$ cat config.mk
export PLATFORM = sky130hd
export DESIGN_NAME = serial_adder
export DESIGN_NICKNAME = d
export VERILOG_FILES = /design/src/rtl/serial_adder_pkg.sv /design/src/rtl/full_adder_behavioral.sv /design/src/rtl/serial_adder.sv
export SDC_FILE = /design/constraint.sdc
export NUM_CORES = 1
export LEC_CHECK = 0
export ABC_AREA = 0
export BUFFER_PORTS_ARGS = -buffer_cell sky130_fd_sc_hd__buf_2
export CAP_MARGIN = 20
export CORE_MARGIN = 2
export CORE_UTILIZATION = 56
export CTS_CLUSTER_SIZE = 8
export DETAILED_ROUTE_END_ITERATION = 7
export MAX_ROUTING_LAYER = met4
export PLACE_DENSITY = 0.81
export SETUP_SLACK_MARGIN = 0.4
export SYNTH_ARGS = -nofsm -noshare
export SYNTH_HDL_FRONTEND = slang
export SYNTH_SLANG_ARGS = --single-unit
$ cat constraint.sdc
create_clock -name clk -period 2.5 [get_ports clk]
set_input_delay 0.5 -clock clk [delete_from_list [all_inputs] [get_ports clk]]
set_output_delay 0.5 -clock clk [all_outputs]
set_load 0.01 [all_outputs]
$ cat src/rtl/serial_adder_pkg.sv
// Shared types and defaults for the bit-serial adder.
package serial_adder_pkg;

  typedef enum logic [1:0] {IDLE, SHIFT, DONE} sa_state_e;

  localparam int SA_DEFAULT_WIDTH = 8;

endpackage

$ cat src/rtl/full_adder_behavioral.sv
// Single-bit full adder cell: sum and carry-out of a + b + cin.
module full_adder_behavioral (
  input  logic a,
  input  logic b,
  input  logic cin,
  output logic sum,
  output logic cout
);

  assign sum  = a ^ b ^ cin;
  assign cout = (a & b) | (cin & (a ^ b));

endmodule

$ cat src/rtl/serial_adder.sv
// Bit-serial adder: one full-adder cell per cycle, LSB first, with a carry flop between cycles.
module serial_adder
  import serial_adder_pkg::*;
#(
  parameter int WIDTH = SA_DEFAULT_WIDTH
) (
  input  logic             clk,
  input  logic             rst,
  input  logic             start,
  input  logic [WIDTH-1:0] a,
  input  logic [WIDTH-1:0] b,
  input  logic             cin,
  output logic             busy,
  output logic             done,
  output logic [WIDTH-1:0] sum,
  output logic             cout
);

  localparam int CntW = $clog2(WIDTH);
  localparam logic [CntW-1:0] CntMax = CntW'(WIDTH - 1);

  sa_state_e        state;
  logic [WIDTH-1:0] a_sr;
  logic [WIDTH-1:0] b_sr;
  logic [WIDTH-1:0] s_sr;
  logic             carry_q;
  logic [CntW-1:0]  cnt;
  logic             fa_sum;
  logic             fa_cout;
  logic [WIDTH-1:0] s_next;

  full_adder_behavioral u_fa (
    .a    (a_sr[0]),
    .b    (b_sr[0]),
    .cin  (carry_q),
    .sum  (fa_sum),
    .cout (fa_cout)
  );

  // Sum bits enter at the MSB so the LSB computed first lands in bit 0 after WIDTH shifts.
  assign s_next = {fa_sum, s_sr[WIDTH-1:1]};

  always_ff @(posedge clk) begin
    if (rst) begin
      state   <= IDLE;
      a_sr    <= '0;
      b_sr    <= '0;
      s_sr    <= '0;
      carry_q <= 1'b0;
      cnt     <= '0;
      busy    <= 1'b0;
      done    <= 1'b0;
      sum     <= '0;
      cout    <= 1'b0;
    end else begin
      unique case (state)
        IDLE: begin
          done <= 1'b0;
          if (start) begin
            a_sr    <= a;
            b_sr    <= b;
            carry_q <= cin;
            cnt     <= '0;
            busy    <= 1'b1;
            state   <= SHIFT;
          end
        end
        SHIFT: begin
          a_sr    <= a_sr >> 1;
          b_sr    <= b_sr >> 1;
          s_sr    <= s_next;
          carry_q <= fa_cout;
          if (cnt == CntMax) begin
            cnt   <= '0;
            sum   <= s_next;
            cout  <= fa_cout;
            done  <= 1'b1;
            state <= DONE;
          end else begin
            cnt <= cnt + CntW'(1);
          end
        end
        DONE: begin
          done  <= 1'b0;
          busy  <= 1'b0;
          state <= IDLE;
        end
        default: begin
          busy  <= 1'b0;
          done  <= 1'b0;
          state <= IDLE;
        end
      endcase
    end
  end

endmodule

Yosys cells after proc, flatten, opt, wreduce, memory -nomap -nowiden
Cells that the tools add are included.
{"block": "totals", "ff_bits": 41, "output_inout_bits": 11, "word_cells": 42, "input_bits": 20}
{"block": "op_classes", "eq_ne": 4, "n_mux": 14, "addsub": 1, "bitwise_logic": 6, "n_reduce_logical": 7}
{"op": "8-bit one-hot mux with 2 select lines", "n": 2}
{"op": "8-bit two-way mux", "n": 2}
{"op": "2-bit AND reduction", "n": 4}
{"op": "3-bit two-way mux", "n": 2}
{"op": "3-bit one-hot mux with 2 select lines", "n": 1}
{"op": "2-bit two-way mux", "n": 2}
{"op": "2-bit != test (second input constant)", "n": 2}
{"op": "1-bit one-hot mux with 2 select lines", "n": 2}
{"op": "2-bit one-hot mux with 2 select lines", "n": 1}
{"op": "3-bit by 1-bit adder with 3-bit output (second input constant)", "n": 1}
{"op": "3-bit equality test (second input constant)", "n": 1}
{"op": "1-bit AND", "n": 2}
{"op": "2-bit by 1-bit equality test with 1-bit output (second input constant)", "n": 1}
{"op": "2-bit zero test", "n": 1}
{"op": "1-bit two-way mux", "n": 2}
{"op": "2-bit nonzero test", "n": 1}
{"op": "2-bit OR reduction", "n": 1}
{"op": "1-bit bitwise XOR", "n": 2}
{"op": "1-bit inverter", "n": 1}
{"op": "1-bit bitwise OR", "n": 1}

Depth between registers and ports, before layout
{"block": "logic_depth", "ltp_word": 4, "mapped_depth": 6}

Hierarchy
From an unflattened synthesis, not the netlist that was laid out.
{"block": "hier_totals", "cells_unflattened": 179, "hier_area_um2": 1637.8}
{"mod": "serial_adder", "cells_each": 178, "area_each_um2": 1617.8, "instances": 1, "seq_area_each_um2": 800.8}
{"mod": "full_adder_behavioral", "cells_each": 1, "area_each_um2": 20.0, "instances": 1, "seq_area_each_um2": 0.0}

Least setup slack after synthesis
No wires, ideal clock.
{"block": "synth_path", "kind": "register to register", "from": "reg cnt[0]", "to": "reg sum[4]", "setup_time_ps": 133, "t_required_ps": 2367, "arrival_time_ps": 1127, "period_less_slack_ps": 1260, "stages_incl_launch_ff": 7, "path_slack_ps": 1240, "path_cell_list": "dfxtp_1 > ha_1 > ha_1 > and3b_1 > buf_2 > nand2_1 > a21oi_1"}
{"block": "synth_between", "elab_chain_len": 2}
{"element": "start: declaration", "line_no": "serial_adder.sv:27", "text": "logic [CntW-1:0] cnt;"}
{"element": "start signal: assignment", "line_no": "serial_adder.sv:80", "text": "cnt <= cnt + CntW'(1);"}
{"element": "3-bit equality test", "line_no": "serial_adder.sv:73", "text": "if (cnt == CntMax) begin"}
{"element": "2-bit AND reduction (no line)"}
{"element": "end signal: assignment", "line_no": "serial_adder.sv:75", "text": "sum <= s_next;"}
{"element": "end: declaration", "line_no": "serial_adder.sv:15", "text": "output logic [WIDTH-1:0] sum,"}
Every way passes these cells.
A chain may end at the register's enable or synchronous reset.

Worst setup path after layout
{"block": "layout_path", "from": "reg state[0]", "to": "reg sum[5]"}
{"block": "layout_between", "elab_chain_len": 2}
{"element": "start: declaration", "line_no": "serial_adder.sv:22", "text": "sa_state_e state;"}
{"element": "start signal: assignment", "line_no": "serial_adder.sv:45", "text": "state <= IDLE;"}
{"element": "start signal: assignment", "line_no": "serial_adder.sv:65", "text": "state <= SHIFT;"}
{"element": "start signal: assignment", "line_no": "serial_adder.sv:78", "text": "state <= DONE;"}
{"element": "2-bit by 1-bit equality test with 1-bit output", "line_no": "serial_adder.sv:56", "text": "unique case (state)"}
{"element": "2-bit AND reduction (no line)"}
Every way passes these cells.

==> summary.txt <==
Logic synthesis
  • Synthesized area per cell: 9.26 um2
  • Post-Synth Simple-Gate Area: 0.166
  • Area contributors post-synth: dfxtp_1, mux2i_1, nand2_1
  • FF+latch count, synth: 40
  • Cell Area, Synth: 0.00164 mm2
  • Ys Warns: 0
  • Synthesized instance count: 177
  • Post-synthesis xor/xnor area fraction: 0
  • Post-synth EDFFs: 0
  • Synth top area share: 0.489
  • Post-synth net total: 201
  • Compound-gate portion of the synthesized area: 0.160
  • Synth Area in Adders: 0.0351
  • Mux cell area share after synthesis: 0.0916
  • Combinational family with the most area after synthesis: simple AND/OR/NAND/NOR gates
  • Commonest cells in the netlist: dfxtp_1, nand2_1, nor2_1
  • Top-count cell post-synth: dfxtp_1
  • Synth unique cells: 21
  • Seq/Total Area, Yosys: 0.489
  • Post-synthesis async set-or-reset flop share: 0
  • Ys flop type: dfxtp_1
  • Top cell type by total area after synthesis: dfxtp_1

Clock network
  • TritonCTS clock tree: done
  • # clock sinks: 40
  • CTS Hold Bufs: 0
  • Clk_lat worst skew: 340 ps
  • Clock Pin Slew Worst Setup and Hold Paths: 110 ps
  • H-tree levels: 2
  • CTS root buffer: clkbuf_4
  • Clk buf depth: 2
  • CTS Buf Count: 5
  • Post-CTS Resized: 0
  • Post-CTS Setup Inserts: 0

Detailed routing
  • Remaining DRCs: 0
  • ANT nets after route: 0
  • 1st-iter DRT viols: 35
  • Drt wl/cell: 12.9 um
  • Routed wire length: 3.02 mm
  • Routed vias: 1284
  • Mean number of vias per cell: 5.51
  • Drt pass-1 iters: 4

Die
  • Core Area: 0.00276 mm2
  • Starting Density: 0.594
  • Ports: 31
  • Die W: 58.1 um
  • Total die area: 0.00338 mm2
  • # rows: 19
  • Die Span Y: 58.1 um

Min path
  • Hold Crit Class: primary input to register

Timing
  • Min Hold Slack: 406 ps
  • RSZ-0062 raised after global routing: no
  • Setup Viol. Count Final: 0
  • Least-Margin Pin Slew: 693 ps
  • Fin. max-slew vios: 0
  • Final Hold Fails: 0
  • Period utilisation layout: 0.646
  • Highest clock rate: 619 MHz
  • Worst Skew: 5.45 ps
  • Rel. slew slack: 0.538
  • Final worst slack: 885 ps
  • Tmin final: 1610 ps
  • Total negative setup slack: 0 ps

Pwr
  • Sw Pwr: 285 uW
  • Combinational fraction of design power: 0.116
  • Reg power frac: 0.618
  • Sw Share: 0.256
  • Leak pwr: 0.000741 uW
  • Design Power: 1120 uW
  • Power Dens Cells: 623 mW/mm2
  • Power Internal: 830 uW
  • Max VDD drop: 0.436 mV
  • Clock network power share: 0.266

GRT
  • Initial antenna violation count: 0
  • Pin count of the biggest net entering global routing: 41
  • GRT Total Usage: 0.212
  • GR Overflow Total: 0
  • Number of global-route vias before repair: 1245
  • First-pass GRT wire length: 5.18 mm

Worst setup path
  • Endpoint class of the critical path: register
  • CP startpoint kind: register
  • Crit path DAT: 1890 ps
  • Crit path required time: 2780 ps
  • WS Path Type: register to register
  • Max FO, Critical Path: 16

Final layout
  • Area of the multi-input gates: 743 um2
  • Net count reported at finish: 226
  • Fillcell total: 240
  • Register area: 801 um2
  • N_diodes: 0
  • Fraction of layout cells with a size suffix above 1: 0.198
  • Synthesis-to-finish area growth: 9.24%

Placement
  • PortBufs: 30
  • Placer congestion estimate: 0.750
  • DP Worst Slack: 899 ps
  • Hpwl dp: 2.12 mm

Run status
  • Status: finished, final reports clean

Flow run
  • Max_cap viols: 0
-- registers in the layout, indices dropped and copies added (netlist names) --
| name | flops |
|---|---|
| cout | 1 |
| a_sr | 8 |
| sum | 8 |
| b_sr | 8 |
| carry_q | 1 |
| state | 2 |
| s_sr | 7 |
| cnt | 3 |
| busy | 1 |
| done | 1 |
-- power groups by stage --
stage	sequential [uW]	clock, uW	combinational [uW]
6_report	690	297	129
5_1_grt	694	321	148
4_1_cts	690	307	130
3_5_place_dp	705	0	130
3_3_place_gp	702	0	123
2_1_floorplan	697	0	112
-- routing by layer --
layer / wire length [um] / up-vias / GRT usage
li1: - / 652 / -
met1: 1300 / 593 / 0.235
met2: 1500 / 31 / 0.346
met3: 134 / 8 / 0.0402
met4: 80 / 0 / 0.136
met5: 0 / - / -
-- cell families after synthesis --
logic type | count (synthesis)
buf+inv | 14
compound gates | 39
simple gates | 65
fa+ha+maj | 4
flops | 40
mux | 15
-- stage by stage --
stage / utilization / instance area (um2) / cells
floorplan: - / 1640 / 177
global placement: 0.632 / 1740 / 226
detailed placement: 0.632 / 1740 / 226
CTS: 0.649 / 1790 / 233
global route: 0.649 / 1790 / 233
finish: 0.649 / 1790 / 233
-- final cells by class --
class | count | area share
tap | 31 | 0.0217
timing repair buffer | 31 | 0.0881
inverter | 1 | 0.00210
multi-input combinational | 123 | 0.415
clock inverter | 1 | 0.00280
sequential | 40 | 0.447
clock buffer | 6 | 0.0231
-- worst max-delay path, stage by stage (launching register included) --
cell and delay [ps]:
dfxtp_1 550, buf_4 350, and3b_1 390, nand2_1 120, a21oi_1 140
-- worst paths after layout --
path	startpoint	to	slack, ps	cells past startpoint
worst max register to register	state[0]	sum[5]	890	4
worst max-delay path	state[0]	sum[5]	890	4
worst min-delay path	a[7]	a_sr[7]	410	3
worst min register to register	s_sr[1]	sum[0]	470	2
-- cells in the final DEF, fill, tap and decap left out --
cell type,instances
o21bai_2,1
a22oi_1,5
nor3b_1,1
buf_2,30
nand3b_2,1
nand2_1,32
mux2i_1,15
a211oi_1,15
nor2_1,23
clkinv_2,1
fa_1,1
inv_1,1
buf_4,1
ha_1,3
nand2b_1,1
nor2b_1,2
and3b_1,1
dfxtp_1,40
o21ba_4,1
nor3_1,4
clkbuf_4,5
clkbuf_1,1
a21oi_1,17
No activity file was read; power rests on OpenSTA's default activity.
